File: src/rtl/irq_arb_pkg.sv
// Shared types and constants for the interrupt arbiter.
// IRQ_MAX_SRC bounds N_SRC; source ids are always 4 bits wide.
package irq_arb_pkg;

   localparam int          IRQ_MAX_SRC    = 16;
   localparam logic [31:0] IRQ_CAUSE_BASE = 32'h8000_0010;

   typedef enum logic [1:0] {
      IDLE   = 2'd0,
      REQ    = 2'd1,
      ACTIVE = 2'd2
   } irq_arb_state_t;

endpackage

File: src/rtl/irq_prio_enc.sv
// Find-first-set over the request vector, starting the search at i_offset and
// wrapping; an offset of 0 gives plain lowest-index priority.
module irq_prio_enc
   import irq_arb_pkg::*;
#(
   parameter int N_SRC = IRQ_MAX_SRC
) (
   input  logic [N_SRC-1:0] i_req,
   input  logic [3:0]       i_offset,
   output logic [3:0]       o_id,
   output logic             o_valid
);

   logic [2*N_SRC-1:0] w_dbl;
   logic [N_SRC-1:0]   w_rot;
   logic [4:0]         w_pos;
   logic [4:0]         w_sum;

   // Rotating a doubled copy puts the search start at bit 0.
   assign w_dbl = {i_req, i_req};
   assign w_rot = N_SRC'(w_dbl >> i_offset);

   always_comb begin
      w_pos = '0;
      for (int i = N_SRC - 1; i >= 0; i--) begin
         if (w_rot[i]) begin
            w_pos = 5'(i);
         end
      end
   end

   assign w_sum   = {1'b0, i_offset} + w_pos;
   assign o_id    = (w_sum >= 5'(N_SRC)) ? 4'(w_sum - 5'(N_SRC)) : w_sum[3:0];
   assign o_valid = |i_req;

endmodule

File: src/rtl/irq_arbiter.sv
// Multi-source interrupt front end: edge capture, enable gating, arbitration and
// request/handler handshake. IRQ_ARB_ROUND_ROBIN_EN selects rotating priority.
module irq_arbiter
   import irq_arb_pkg::*;
#(
   parameter int          N_SRC      = IRQ_MAX_SRC,
   parameter logic [31:0] CAUSE_BASE = IRQ_CAUSE_BASE
) (
   input  logic             clk_i,
   input  logic             rst_i,
   input  logic [N_SRC-1:0] irq_src_i,
   input  logic [N_SRC-1:0] irq_en_i,
   input  logic             irq_ack_i,
   input  logic             irq_ret_i,
   output logic             irq_req_o,
   output logic [31:0]      irq_cause_o,
   output logic [3:0]       irq_id_o,
   output logic             irq_active_o,
   output logic [N_SRC-1:0] irq_pending_o
);

   irq_arb_state_t   r_state;
   irq_arb_state_t   w_nextState;
   logic [N_SRC-1:0] r_srcQ;
   logic [N_SRC-1:0] r_pending;
   logic [3:0]       r_selId;
   logic [N_SRC-1:0] w_edge;
   logic [N_SRC-1:0] w_cand;
   logic [N_SRC-1:0] w_selMask;
   logic [N_SRC-1:0] w_clr;
   logic [3:0]       w_winId;
   logic [3:0]       w_offset;
   logic             w_winValid;
   logic             w_selCand;
   logic             w_take;

   assign w_edge    = irq_src_i & ~r_srcQ;
   assign w_cand    = r_pending & irq_en_i;
   assign w_selMask = N_SRC'(1) << r_selId;
   assign w_selCand = |(w_cand & w_selMask);
   assign w_take    = (r_state == REQ) && irq_ack_i;
   assign w_clr     = w_take ? w_selMask : '0;

`ifdef IRQ_ARB_ROUND_ROBIN_EN
   logic [3:0] r_lastId;

   // Search resumes just past the most recently acknowledged source.
   always_ff @(posedge clk_i) begin
      if (rst_i) begin
         r_lastId <= 4'(N_SRC - 1);
      end else if (w_take) begin
         r_lastId <= r_selId;
      end
   end

   assign w_offset = (r_lastId == 4'(N_SRC - 1)) ? 4'd0 : r_lastId + 4'd1;
`else
   assign w_offset = 4'd0;
`endif

   irq_prio_enc #(
      .N_SRC(N_SRC)
   ) u_enc (
      .i_req   (w_cand),
      .i_offset(w_offset),
      .o_id    (w_winId),
      .o_valid (w_winValid)
   );

   always_ff @(posedge clk_i) begin
      if (rst_i) begin
         r_state <= IDLE;
      end else begin
         r_state <= w_nextState;
      end
   end

   always_comb begin
      w_nextState = r_state;
      case (r_state)
         IDLE: begin
            if (w_winValid) begin
               w_nextState = REQ;
            end
         end
         REQ: begin
            if (irq_ack_i) begin
               w_nextState = ACTIVE;
            end else if (!w_selCand) begin
               w_nextState = IDLE;
            end
         end
         ACTIVE: begin
            if (irq_ret_i) begin
               w_nextState = IDLE;
            end
         end
         default: w_nextState = IDLE;
      endcase
   end

   // A fresh edge outranks the ack-clear, so a re-fire during ack stays pending.
   always_ff @(posedge clk_i) begin
      if (rst_i) begin
         r_srcQ    <= '0;
         r_pending <= '0;
         r_selId   <= '0;
      end else begin
         r_srcQ    <= irq_src_i;
         r_pending <= (r_pending & ~w_clr) | w_edge;
         if ((r_state == IDLE) && w_winValid) begin
            r_selId <= w_winId;
         end
      end
   end

   always_comb begin
      irq_req_o    = 1'b0;
      irq_active_o = 1'b0;
      irq_cause_o  = '0;
      irq_id_o     = '0;
      case (r_state)
         REQ: begin
            irq_req_o   = 1'b1;
            irq_cause_o = CAUSE_BASE + {28'd0, r_selId};
            irq_id_o    = r_selId;
         end
         ACTIVE: begin
            irq_active_o = 1'b1;
            irq_cause_o  = CAUSE_BASE + {28'd0, r_selId};
            irq_id_o     = r_selId;
         end
         default: ;
      endcase
   end

   assign irq_pending_o = r_pending;

endmodule

File: config.mk
export PLATFORM = sky130hd
export DESIGN_NAME = irq_arbiter
export DESIGN_NICKNAME = d
export VERILOG_FILES = /design/src/rtl/irq_arb_pkg.sv /design/src/rtl/irq_prio_enc.sv /design/src/rtl/irq_arbiter.sv
export SDC_FILE = /design/constraint.sdc
export NUM_CORES = 1
export LEC_CHECK = 0
export BUFFER_PORTS_ARGS = -buffer_cell sky130_fd_sc_hd__buf_4
export CELL_PAD_IN_SITES_DETAIL_PLACEMENT = 1
export CELL_PAD_IN_SITES_GLOBAL_PLACEMENT = 2
export CORE_AREA = 2 2 76 107
export CTS_CLUSTER_DIAMETER = 100
export DETAILED_ROUTE_END_ITERATION = 12
export DIE_AREA = 0 0 78 109
export GPL_TIMING_DRIVEN = 1
export PLACE_DENSITY_LB_ADDON = 0.1
export SLEW_MARGIN = 25
export SYNTH_ARGS = -nofsm -noshare
export SYNTH_HDL_FRONTEND = slang
export SYNTH_SLANG_ARGS = --single-unit
File: constraint.sdc
create_clock -name clk_i -period 2.65 [get_ports clk_i]
set_input_delay 0 -clock clk_i [delete_from_list [all_inputs] [get_ports clk_i]]
set_output_delay 0 -clock clk_i [all_outputs]
set_load 0.05 [all_outputs]
After elaboration in Yosys (flattened, before gate mapping)
Cells that the tools add are included.

word-level totals
  register bits after elaboration = 38
  bits in latches = 0
  memory bits (writable) = 0
  memory bits (read-only) = 0
  input bits = 36
  logic and storage cells = 54
  memories kept = 0

operators by class
  add/sub/neg operators = 2
  multipliers = 0
  divide/modulo/power cells = 0
  magnitude comparators = 1
  equality and inequality tests = 5
  shifts and indexed selects = 1
  mux-type cells = 27
  bitwise gates (word level) = 7
  reduce and logical (&&, ||, !) cells = 7

operators with widths
  operator               count
  $mux 4                 18
  $and 16x16->16         4
  $add 32x4->32 const A  1
  $mux 32                1
  $not 16->16            2
  $reduce_or 16->1       2
  $mux 16                1
  $or 16x16->16          1
  $shl 1x4->16 const A   1
  $mux 2                 4
  $pmux 2 s3             1
  $ge 4x5->1 const B     1
  $ne 2x2->1 const B     2
  $sub 4x1->4 const B    1
  $ne 3x3->1 const B     1
  $reduce_and 3->1       1
  $eq 2x1->1 const B     1
  $eq 2x2->1 const B     1
  $logic_and 1x1->1      2
  $logic_not 2->1        1
  $mux 1                 2
  $reduce_or 2->1        1

Longest topological paths before layout
  depth in word-level cells = 19
  gate-level depth with buffers = 7
  gate-level depth less buffers = 7

By module
Synthesis repeated with hierarchy kept, for this count alone.

second synthesis, totals
  cells, all modules = 324
  area total of the unflattened synthesis = 3105.5 um^2

by module, submodules not included
  module        times used  cells each  area an instance (um^2)  sequential area each (um^2)
  irq_arbiter   1           225         1920.6                   760.7
  irq_prio_enc  1           99          1184.9                   0.0

Worst setup path after synthesis
OpenSTA, ideal clock, no wires.

  path kind = reg2reg
  start = register r_pending[7], in the netlist irq_pending_o[7]
  end = register r_state[1]
  library setup time = 0.088 ns
  arrival = 1.961 ns
  required time = 2.562 ns
  setup slack = 0.601 ns
  stages on the path, launching flop included = 7
  buffers on the path = 0
  period minus slack after synthesis = 2.049 ns
  path through = dfxtp_1 -> nand2_1 -> mux4_2 -> mux2_2 -> o22ai_2 -> a211oi_2 -> o32ai_2

between the ends
  cells in the longest elaborated chain, start to end = 5

RTL lines
  what                          RTL line            source
  start, declared               irq_arbiter.sv:25   logic [N_SRC-1:0] r_pending;
  start signal, assigned        irq_arbiter.sv:110  r_pending <= (r_pending & ~w_clr) | w_edge;
  $and 16x16->16 *              irq_arbiter.sv:38   assign w_cand = r_pending & irq_en_i;
  $and 16x16->16                irq_arbiter.sv:40   assign w_selCand = |(w_cand & w_selMask);
  $reduce_or 16->1              irq_arbiter.sv:40
  $ne 3x3->1 (no line)          n/a
  $reduce_and 3->1 (no line) *  n/a
  end signal, assigned          irq_arbiter.sv:74   r_state <= w_nextState;
  end, declared                 irq_arbiter.sv:22   irq_arb_state_t r_state;

Every way passes the cells marked *; elsewhere a longest branch is shown, timed or not.
A chain may end at the register's enable or synchronous reset.

Final worst setup path
  start = register r_selId[0]
  end = register r_state[1]

between the ends
  cells in the longest elaborated chain, start to end = 5

RTL lines
  what                        RTL line            source
  start, declared             irq_arbiter.sv:26   logic [3:0] r_selId;
  start signal, assigned      irq_arbiter.sv:112  r_selId <= w_winId;
  $shl 1x4->16                irq_arbiter.sv:39   assign w_selMask = N_SRC'(1) << r_selId;
  $and 16x16->16              irq_arbiter.sv:40
  $reduce_or 16->1            irq_arbiter.sv:40
  $ne 3x3->1 (no line)        n/a
  $reduce_and 3->1 (no line)  n/a

No other way between the ends.

==> impl_metrics.ini <==
[run_status]
outcome = finished clean

[worst_setup_path]
slowest_stage = dfxtp_1
critical-path-max-stage-delay_ps = 630
cp_max_fo = 15
crit_family = multiplexers
cp_data_arrival_time_ps = 2240
worstSetupStartpointType = register
path_class = register to register
critPathRequiredTime_ps = 2860
crit_chain = mux4_2 -> mux2_2 -> o22ai_2 -> a211oi_2 -> o32ai_2
end_kind = register
cp.buffers_inverters = 0

[global_routing]
antenna_found_initial = 0
grt_pass1_wl_um = 9560
grt_pass1_vias = 1875
grt_overflow = 0
track_usage = 0.147
grt_max_degree = 41

[routing]
wire_per_inst_um = 14.4
first_iter_violations = 49
drc_errors = 0
wl_um = 6000
vias = 1870
first_pass_iters = 4
postRouteAntennaNets = 0
via_per_inst = 4.50

[layout]
fin_area_sq_um = 2770
nets = 354
diodes = 0
layout-drive-gt1-share = 0.259
final_cells = 416
area_delta_synth_final_pct = 33.5

[synth]
synth_seq_cells = 38
yosys-top-cells-area = dfxtp_1 37%, buf_4 11%, nand2b_1 6.0%
synth_top_area_frac = 0.367
synth_ff_type = dfxtp_1
ys_seq_area_frac = 0.367
synth.most_common_cell = dfxtp_1
syn_area_sq_um = 2070
yosys.area.top_type = dfxtp_1
synth_common_cells = 38 x dfxtp_1, 31 x buf_4, 24 x nand2_1, 20 x nand2b_1
synth_cell_types = 48
synthArstFlopShare = 0
ys.warnings.count = 0
avgSynthCellArea_sq_um = 8.52
synth_cells = 243
synth-edff-count = 0

[timing]
fin_crit_sh = 0.767
setup_viol = 0
max_freq_mhz = 492
hold_viol = 0
clock_skew_ps = 1.67
tns_ps = 0
grt_setup_unrepaired = false
min_period_ps = 2030
maxSlewViolCount = 0

[clocking]
cts_resized = 0
cts_sinks = 38
clkTransAtPathRegs_ps = 80
cts_hold_buf = 16
htreeDepth = 2
clockBufferDepth = 2
post_cts_buffers = 0
cts_tree = built
numCtsBuffers = 5
clock_latency_ps = 290
cts-root-buf = clkbuf_8

[floorplan]
ios = 90
die_x_um = 78
dieArea_sq_um = 8500
rows = 38
die_h_um = 109
core_sq_um = 7610
initial_core_util = 0.272

[placed_design]
placed_area_sq_um = 2490
portBuffers = 63
gp_congestion = 0.732
dp.cells = 392
dp_hpwl_um = 4530

[pwr]
pwr-share-comb = 0.347
seq_power_share = 0.377
p_per_area_nw_per_um2 = 653
intPower_mw = 1.11
vdd_drop_max_v = 0.000272
netSwitchingFraction = 0.386
power.net_switching_uw = 697
pwr-share-clk = 0.276
p_total_mw = 1.80
p_leak_nw = 1.19

[job]
drv_cap = 0

[worst_hold_path]
hold_class = primary input to register
-- per-stage QoR --
step / util / hold slack [ps] / setup slack (ps)
after floorplan: - / 128 / 601
after detailed placement: 0.328 / 231 / 612
final: 0.363 / 7.58 / 616
after global placement: 0.328 / 222 / 675
after CTS: 0.363 / 8.59 / 599
after global routing: 0.363 / 23.6 / 467
-- power by group through the flow --
stage	Sequential (mW)	Clock [mW]	Combinational (mW)
finish	0.680	0.498	0.627
detailed placement	0.694	0	0.613
floorplan	0.723	0	0.444
CTS	0.681	0.520	0.633
global route	0.690	0.542	0.672
global placement	0.692	0	0.611
-- worst register-to-register path: stages (launching register included) --
cell	delay, ps
dfxtp_1	630
mux4_2	560
mux2_2	280
o22ai_2	180
a211oi_2	120
o32ai_2	190
-- cells in the final DEF, fill, tap and decap left out, types with 2 or more instances in the layout --
master	netlist	routed
nor2_1	2	2
conb_1	1	26
nand2b_1	20	20
nor2b_1	16	16
dlygate4sd3_1	0	16
mux2i_1	2	2
or3_1	2	2
a31o_2	2	2
dfxtp_1	38	38
ha_1	3	3
nor3_1	2	2
a32o_1	2	2
nand2_1	24	24
inv_1	7	7
buf_4	31	63
a21oi_1	19	19
nand4_1	5	5
nand3_1	8	8
o21ai_0	19	19
and2_1	4	4
clkbuf_8	0	5
a22o_1	2	2
-- per-layer routing --
metal	routed length, um	up-vias	GRT usage	part of all wire
li1	-	932	-	-
met1	2570	879	0.179	0.43
met2	3130	53	0.265	0.52
met3	227	6	0.0224	0.038
met4	76	0	0.0451	0.013
met5	0	-	0	0
-- worst paths after layout --
check / start / end / slack, ps / depth (start not counted)
setup reg to reg: r_selId[0] / r_state[1] / 620 / 5
setup / recovery: r_selId[0] / r_state[1] / 620 / 5
hold reg to reg: r_srcQ[7] / irq_pending_o[7] / 480 / 2
hold / removal: irq_ret_i / r_state[1] / 8 / 3
-- area by class of cell --
type	count	area, sq um
Clock buffer	6	72.6
Clock inverter	2	37.5
Fill cell	934	4840
Inverter	7	26.3
Multi-Input combinational cell	184	1110
Sequential cell	38	761
Tap cell	100	125
Timing Repair Buffer	79	633
-- sequential cells by signal (all words and copies together), names as in the netlist --
| signal | cells |
|---|---|
| r_srcQ | 16 |
| r_state | 2 |
| irq_pending_o | 16 |
| r_selId | 4 |
-- cell families after synthesis --
| logic type | share of synthesized area |
|---|---|
| muxes | 0.0260 |
| other | 0.00181 |
| AOI/OAI and AO/OA | 0.205 |
| and+or+nand+nor | 0.240 |
| adders and majority gates | 0.0181 |
| DFF | 0.367 |
| buffers and inverters | 0.142 |
No activity file was read; power rests on OpenSTA's default activity.
